[config.mk]
export PLATFORM = sky130hd
export DESIGN_NAME = single_add_sub_arbiter
export DESIGN_NICKNAME = d
export VERILOG_FILES = /design/src/rtl/single_add_sub_arbiter.sv
export SDC_FILE = /design/constraint.sdc
export NUM_CORES = 1
export LEC_CHECK = 0
export ABC_AREA = 1
export CORE_AREA = 2 2 218 220
export CTS_BUF_LIST = sky130_fd_sc_hd__clkbuf_16
export CTS_CLUSTER_DIAMETER = 100
export DETAILED_ROUTE_END_ITERATION = 6
export DIE_AREA = 0 0 220 222
export GPL_TIMING_DRIVEN = 0
export PLACE_DENSITY = 0.46
export REMOVE_ABC_BUFFERS = 1
export SETUP_SLACK_MARGIN = 0.1
export SYNTH_ARGS = -nofsm -noshare
export SYNTH_HDL_FRONTEND = slang
export SYNTH_SLANG_ARGS = --single-unit
[constraint.sdc]
create_clock -name clk -period 8.7 [get_ports clk]
set_input_delay 2.175 -clock clk [delete_from_list [all_inputs] [get_ports clk]]
set_output_delay 2.175 -clock clk [all_outputs]
set_load 0.01 [all_outputs]
[src/rtl/single_add_sub_arbiter.sv]
// Round-robin sharing of one three-operand FP add/sub unit (d = a + b - c) among N requesters.
// Issue 1 cycle after grant, response LATENCY+2 cycles after grant; no response backpressure, so a grant is issued every cycle a request exists.
module single_add_sub_arbiter #(
  parameter int N       = 4,
  parameter int LATENCY = 1,
  parameter int IDW     = $clog2(N)
) (
  input  logic              clk,
  input  logic              reset,
  input  logic [N-1:0]      req_valid,
  output logic [N-1:0]      req_ready,
  input  logic [32*N-1:0]   req_a,
  input  logic [32*N-1:0]   req_b,
  input  logic [32*N-1:0]   req_c,
  output logic              op_valid,
  output logic [31:0]       op_a,
  output logic [31:0]       op_b,
  output logic [31:0]       op_c,
  input  logic              res_valid,
  input  logic [31:0]       res_d,
  output logic [N-1:0]      rsp_valid,
  output logic [IDW-1:0]    rsp_id,
  output logic [31:0]       rsp_d,
  output logic              busy
);

  typedef struct packed {
    logic           vld;
    logic [IDW-1:0] id;
  } tag_t;

  logic [IDW-1:0] rr_ptr;
  logic [IDW-1:0] gnt_id;
  logic [IDW-1:0] cand;
  logic           gnt_vld;
  logic [31:0]    sel_a, sel_b, sel_c;
  logic [IDW-1:0] op_id;
  tag_t           tag_pipe [LATENCY];
  tag_t           head;
  logic           tag_any;

  // First requester at or after rr_ptr, wrapping modulo N.
  always_comb begin
    gnt_vld   = 1'b0;
    gnt_id    = '0;
    cand      = '0;
    req_ready = '0;
    for (int k = 0; k < N; k++) begin
      cand = IDW'((int'(rr_ptr) + k) % N);
      if (!gnt_vld && req_valid[cand]) begin
        gnt_vld = 1'b1;
        gnt_id  = cand;
      end
    end
    if (reset) gnt_vld = 1'b0;
    if (gnt_vld) req_ready[gnt_id] = 1'b1;
  end

  always_comb begin
    sel_a = '0;
    sel_b = '0;
    sel_c = '0;
    for (int i = 0; i < N; i++) begin
      if (gnt_id == IDW'(i)) begin
        sel_a = req_a[32*i +: 32];
        sel_b = req_b[32*i +: 32];
        sel_c = req_c[32*i +: 32];
      end
    end
  end

  always_ff @(posedge clk or posedge reset) begin
    if (reset) begin
      rr_ptr   <= '0;
      op_valid <= 1'b0;
      op_id    <= '0;
      op_a     <= '0;
      op_b     <= '0;
      op_c     <= '0;
    end else begin
      op_valid <= gnt_vld;
      op_id    <= gnt_id;
      if (gnt_vld) begin
        rr_ptr <= (gnt_id == IDW'(N - 1)) ? '0 : gnt_id + IDW'(1);
        op_a   <= sel_a;
        op_b   <= sel_b;
        op_c   <= sel_c;
      end
    end
  end

  // Owner tags ride alongside the unit so the head lines up with res_valid.
  always_ff @(posedge clk or posedge reset) begin
    if (reset) begin
      for (int s = 0; s < LATENCY; s++) tag_pipe[s] <= '0;
    end else begin
      tag_pipe[0] <= {op_valid, op_id};
      for (int s = 1; s < LATENCY; s++) tag_pipe[s] <= tag_pipe[s-1];
    end
  end

  assign head = tag_pipe[LATENCY-1];

  always_comb begin
    tag_any = 1'b0;
    for (int s = 0; s < LATENCY; s++) tag_any = tag_any | tag_pipe[s].vld;
  end

  // A result without a matching tag (or vice versa) is dropped.
  always_ff @(posedge clk or posedge reset) begin
    if (reset) begin
      rsp_valid <= '0;
      rsp_id    <= '0;
      rsp_d     <= '0;
    end else begin
      rsp_valid <= '0;
      if (res_valid && head.vld) begin
        rsp_valid <= N'(1) << head.id;
        rsp_id    <= head.id;
        rsp_d     <= res_d;
      end
    end
  end

  assign busy = op_valid | tag_any | (|rsp_valid);

  property p_res_matches_tag;
    @(posedge clk) disable iff (reset) res_valid == head.vld;
  endproperty
  a_res_matches_tag: assert property (p_res_matches_tag);

endmodule

==> impl_metrics.json <==
{
  "path_max_fanout": 66,
  "die_h_um": 222,
  "cts_max_level": 4,
  "grt_overflow": 0,
  "grtUsageTotal": 0.161,
  "drv_cap": 0,
  "reg2reg_slack_ns": 4.57,
  "ff2ff_path_depth": 19,
  "period_minus_slack_ns": 7.99,
  "hold_path_depth": 0,
  "root_buffer": "clkbuf_16",
  "post-dp-hpwl_um": 30700,
  "power_density_nw_per_um2": 446,
  "wl_met1_um": 16600,
  "fin_ws_ns": 0.714,
  "hold_end": "head[0]",
  "synth.lib_cells_used.distinct": 23,
  "worst_hold_path_type": "reg2reg",
  "worst_setup_path_end_kind": "primary output",
  "clk_path_buf_depth": 2,
  "min_from": "op_id[0]",
  "antenna_found_initial": 2,
  "fill_cells": 5015,
  "ys_seq_area_frac": 0.421,
  "drtIter0Drc": 486,
  "crit_arrival_ns": 5.81,
  "max_freq_mhz": 125,
  "hold_buffers": 0,
  "p_leak_nw": 6.77,
  "fin_worst_skew_ns": 0.00990,
  "cts_made_buffers": 17,
  "multi_input_area_sq_um": 4400,
  "clkTransAtPathRegs_ns": 0.06,
  "rsz0062_at_grt": "false",
  "grt_max_degree": 94,
  "maxSlewViolCount": 0,
  "postCtsSetupBuffers": 0,
  "finalInstanceArea_sq_um": 15200,
  "finalNetCount": 2219,
  "cp_slowest_cell": "ha_4",
  "pin_count": 563,
  "yosys_warnings": 0,
  "cts_tree": "yes",
  "ctsResizeCount": 0,
  "grt_pass1_wl_um": 59900,
  "vias": 10133,
  "final.setup.tns_ns": 0,
  "synth-seq-cells": 142,
  "syn_to_final_growth_pct": 80.6,
  "grt_pass1_vias": 10059,
  "synth.area.top_cells": "dfrtp_1 (42%), nand2_1 (32%), o21ai_0 (9.7%), a21oi_1 (5.7%), clkbuf_1 (2.5%)",
  "regArea_sq_um": 3550,
  "wirelength_um": 40400,
  "io_buffer_count": 562,
  "first_pass_iters": 7,
  "pre_cts_ws_ns": 0.708,
  "irDropWorstVdd_mv": 0.518,
  "path_delay_family": "buffers and inverters",
  "worstSkewPairLatency_ns": 0.44,
  "dr_wl_met2_um": 20100,
  "syn_area_sq_um": 8430,
  "core_area_sq_um": 46300,
  "wl_per_cell_um": 16.8,
  "wl_met3_um": 2930,
  "drtAntennaViolNets": 0,
  "min_period_over_period": 0.918,
  "place_area_sq_um": 14700,
  "avgSynthCellArea_sq_um": 6.52,
  "yosys_most_used_dff": "dfrtp_1",
  "drc_errors": 0,
  "die_area_sq_um": 48800,
  "gp_congestion": 0.821,
  "initial_core_util": 0.182,
  "dieWidth_um": 220,
  "hold_viol_final": 0,
  "top_layer_used": "met5",
  "status": "completed",
  "worstSetupPathType": "in2out",
  "startpoint_type": "primary input",
  "worst_path_largest_cell_delay_ns": 0.56,
  "maxSlewHeadroom": 0.247,
  "synth_edf_count": 0,
  "cts.sinks": 142,
  "total_power_mw": 6.80,
  "rows": 79,
  "yosys.area.top_type": "dfrtp_1",
  "synth_top_area_share": 0.421,
  "setup-violations-final": 0,
  "critPathBufInv": 7,
  "drive_gt1_frac": 0.0316,
  "synth-async-reset-ratio": 1.00,
  "crit_top_cell": "nand3_1",
  "worstReg2RegEnd": "op_c[9]",
  "tightest_slew_ns": 1.13,
  "drt-vias-per-instance": 4.20,
  "r2r_start": "rr_ptr[0]",
  "final_util": 0.329,
  "required_ns": 6.53,
  "netlist_instances": 1293,
  "cp_cell_sequence": "clkdlybuf4s50_1 -> inv_1 -> nand2_2 -> nand3_1 -> nand2_1 -> nor2_4 -> nand3_1 -> nand3_1 -> nand2_1 -> inv_1 -> ha_4 -> buf_16 -> inv_4 -> buf_16 -> nor2_1 -> clkdlybuf4s50_1"
}
## synth_stat cells, types with 2 or more instances
| library cell | instances |
|---|---|
| nand2_1 | 720 |
| o21ai_0 | 164 |
| dfrtp_1 | 142 |
| a21oi_1 | 96 |
| clkbuf_1 | 57 |
| o21ai_1 | 30 |
| buf_2 | 20 |
| inv_1 | 15 |
| buf_6 | 11 |
| nand3_1 | 7 |
| nor2_1 | 7 |
| ha_1 | 4 |
| inv_2 | 4 |
| buf_1 | 3 |
| nand2_2 | 3 |
| nand3_2 | 2 |
| nor3_1 | 2 |
## worst max-delay path by stage
stage                     depth (start not counted)  slack (ns)            to    startpoint
after global placement                            5       -5.58  req_ready[0]         reset
final                                            16        0.71  req_ready[2]  req_valid[3]
after floorplan                                   3       -0.96  req_ready[0]         reset
after CTS                                        16        0.70  req_ready[2]  req_valid[3]
after detailed placement                         16        0.71  req_ready[2]  req_valid[3]
after global routing                             16        0.43  req_ready[2]  req_valid[3]
## state kept, by name, summed over array words and instances, names as in the netlist
register,cells
op_b,32
op_a,32
head,2
rsp_d,32
op_c,32
rsp_id,2
rr_ptr,2
rsp_valid,4
op_id,2
op_valid,1
tag_any,1
## cells in the final DEF, fill, tap and decap left out, drive strengths merged
cell type,n
clkdlybuf4s50,562
clkinvlp,3
ha,4
clkinv,9
nor4,1
nand2,723
nand3,9
bufinv,1
clkbuf,17
a21oi,96
buf,10
nor2,9
diode,1
nor3,2
o21ai,195
inv,21
dfrtp,142
nand4,1
## layer usage
layer | vias to the layer above | track usage
met3 | 38 | 0.0418
li1 | 5118 | -
met5 | - | 0
met1 | 4594 | 0.188
met4 | 2 | 0.0502
met2 | 381 | 0.284
## stage by stage
step	hold slack, ns	instances
finish	0.361	2413
global placement	0.333	2370
CTS	0.366	2412
floorplan	0.331	1201
global route	0.370	2413
detailed placement	0.350	2380
## cell type report
class                   instances  share of cell area
repair buffers                572               0.386
multi-input cells            1040               0.289
flip-flops and latches        142               0.233
well taps                     607              0.0498
clock buffers                  17              0.0279
clock inverters                15             0.00805
inverters                      19             0.00550
diodes                          1            0.000164
## power by group
group	internal, mW	switching (mW)
clock network	0.391	0.314
registers	0.967	0.153
logic	1.96	3.02
## kinds of logic (layout without fill, tap and decap cells)
family	count (synthesis)	count (layout)	share of synthesized area
adder cells (fa/ha/maj)	4	4	0.00593
other	0	1	0
AO/OA/AOI/OAI	291	291	0.173
AND/OR/NAND/NOR	745	745	0.337
flip-flops	142	142	0.421
buffers and inverters	111	623	0.0626
No activity file was read; power rests on OpenSTA's default activity.
==> edit: new RTL, same flow settings <==
Set the parameter `LATENCY` to 2 (it was 1). Comments in the files are not updated.
--- a/src/rtl/single_add_sub_arbiter.sv
+++ b/src/rtl/single_add_sub_arbiter.sv
@@ -2,7 +2,7 @@
 // Issue 1 cycle after grant, response LATENCY+2 cycles after grant; no response backpressure, so a grant is issued every cycle a request exists.
 module single_add_sub_arbiter #(
   parameter int N       = 4,
-  parameter int LATENCY = 1,
+  parameter int LATENCY = 2,
   parameter int IDW     = $clog2(N)
 ) (
   input  logic              clk,
Behaviour: not the same (Yosys sat finds a counterexample within 4 cycles, from zero or initial values and one cycle with reset high).
==> edit against the original RTL <==
  * Synthesized cell count rose by 0.23%
  * Setup slack improved by 0.23 ns
  * Area after synthesis rose by 0.90%
  * Die area did not move
  * Design area rose by 0.70%
  * Sequential cell count rose by 3
  * Power rose by 0.63%
  * Wire length fell by 2.7%
  * Critical endpoint unchanged
==> edit: results (changes against the original RTL) <==
Initial antenna violation count: 1 (-1)
CP max FO: 58 (-12%)
Crit path DAT: 5.58 ns (-0.23 ns)
Met1 WL: 15.74 mm (-5.1%)
Synth top cells by count: nand2_1 (720), o21ai_0 (164), dfrtp_1 (145), a21oi_1 (96), clkbuf_1 (57)
Setup Skew: 0.006379 ns (-0.003521 ns)
Met1 Use GR: 0.1725 (-0.01589)
DR top layer: met4
Post-Syn Instances: 1296 (+0.23%)
Hold_ws: 0.3525 ns (-0.008375 ns)
Switching Fraction: 0.5048 (-0.007577)
Largest net degree at the start of global routing: 101 (+7.4%)
Dpl ws: 0.8879 ns (+0.1797 ns)
Drt wl/cell: 16.29 µm (-2.8%)
Sequential area share after synthesis: 0.4263 (+0.005043)
Area contributors post-synth: dfrtp_1 (43%), nand2_1 (32%), o21ai_0 (9.6%), a21oi_1 (5.6%), clkbuf_1 (2.5%)
Non-filler instance count after layout: 2416 (+0.12%)
Initial DRC count: 497 (+2.3%)
Worst Hold Launch: tag_pipe[3]
Fraction of layout cells with a size suffix above 1: 0.02876 (-0.002818)
Crit path time final: 7.755 ns (-0.2305 ns)
FILL cells: 5018 (+0.060%)
Post-synthesis adder-cell area fraction: 0.005881 (-0.00005321)
Metal2 WL: 19.64 mm (-2.5%)
Met3 wire length: 3.313 mm (+13%)
Routability cong.: 0.7978 (-2.8%)
Number of global-route vias before repair: 9954 (-1.0%)
Placed inst area: 0.01476 mm² (+0.52%)
Status: finished clean
GRT Resource Usage Total: 0.1556 (-0.005149)
TritonRoute pass-1 iters: 4 (-3)
Max rail drop VDD: 341.3 µV (-34%)
First-pass GRT wire length: 57.93 mm (-3.3%)
==> edit: changes by cell type in the layout (fill, tap and decap cells not counted), moves of 2 or more <==
| cell | before | now |
|---|---|---|
| clkinv_2 | 5 | 1 |
| clkinv_4 | 2 | 0 |
| dfrtp_1 | 142 | 145 |
| inv_1 | 14 | 18 |
| bufinv_16 | 1 | 3 |
==> edit: kinds of logic (layout without fill, tap and decap cells) <==
kind of cell    after synthesis  after routing
other cells                   0              1
fa+ha+maj                     4              4
compound gates              291            291
buf+inv                     111            623
flops                       145            145
simple gates                745            745
==> edit: layout make-up <==
cell class / instances / area (µm²) / share of cell area
Antenna cell: 1 / 2.502 / 0.0001631
Clock buffer: 17 / 425.4 / 0.02773
Clock inverter: 15 / 152.6 / 0.009949
Inverter: 19 / 83.83 / 0.005464
Multi-Input combinational cell: 1040 / 4404 / 0.2871
Sequential cell: 145 / 3628 / 0.2365
Tap cell: 607 / 759.5 / 0.04950
Timing Repair Buffer: 572 / 5886 / 0.3836
==> edit: per-stage QoR <==
stage,total power (W),util,setup TNS [ns]
2_1_floorplan,0.004134,-,-4.196
3_3_place_gp,0.006185,0.3121,-500.97
3_5_place_dp,0.006180,0.3191,0
4_1_cts,0.006970,0.3316,0
5_1_grt,0.007591,0.3317,0
6_report,0.006844,0.3317,0
==> edit: critical path, cell delays in order <==
cell             delay (ns)
clkdlybuf4s50_1        0.42
inv_1                  0.09
nand2_2                0.06
nand3_1                0.11
nand2_1                0.11
nor2_4                 0.16
nand3_1                0.08
nand3_1                0.08
nand2_1                0.12
inv_1                  0.19
ha_4                   0.56
inv_4                  0.33
buf_16                 0.30
nor2_1                 0.15
clkdlybuf4s50_1        0.56
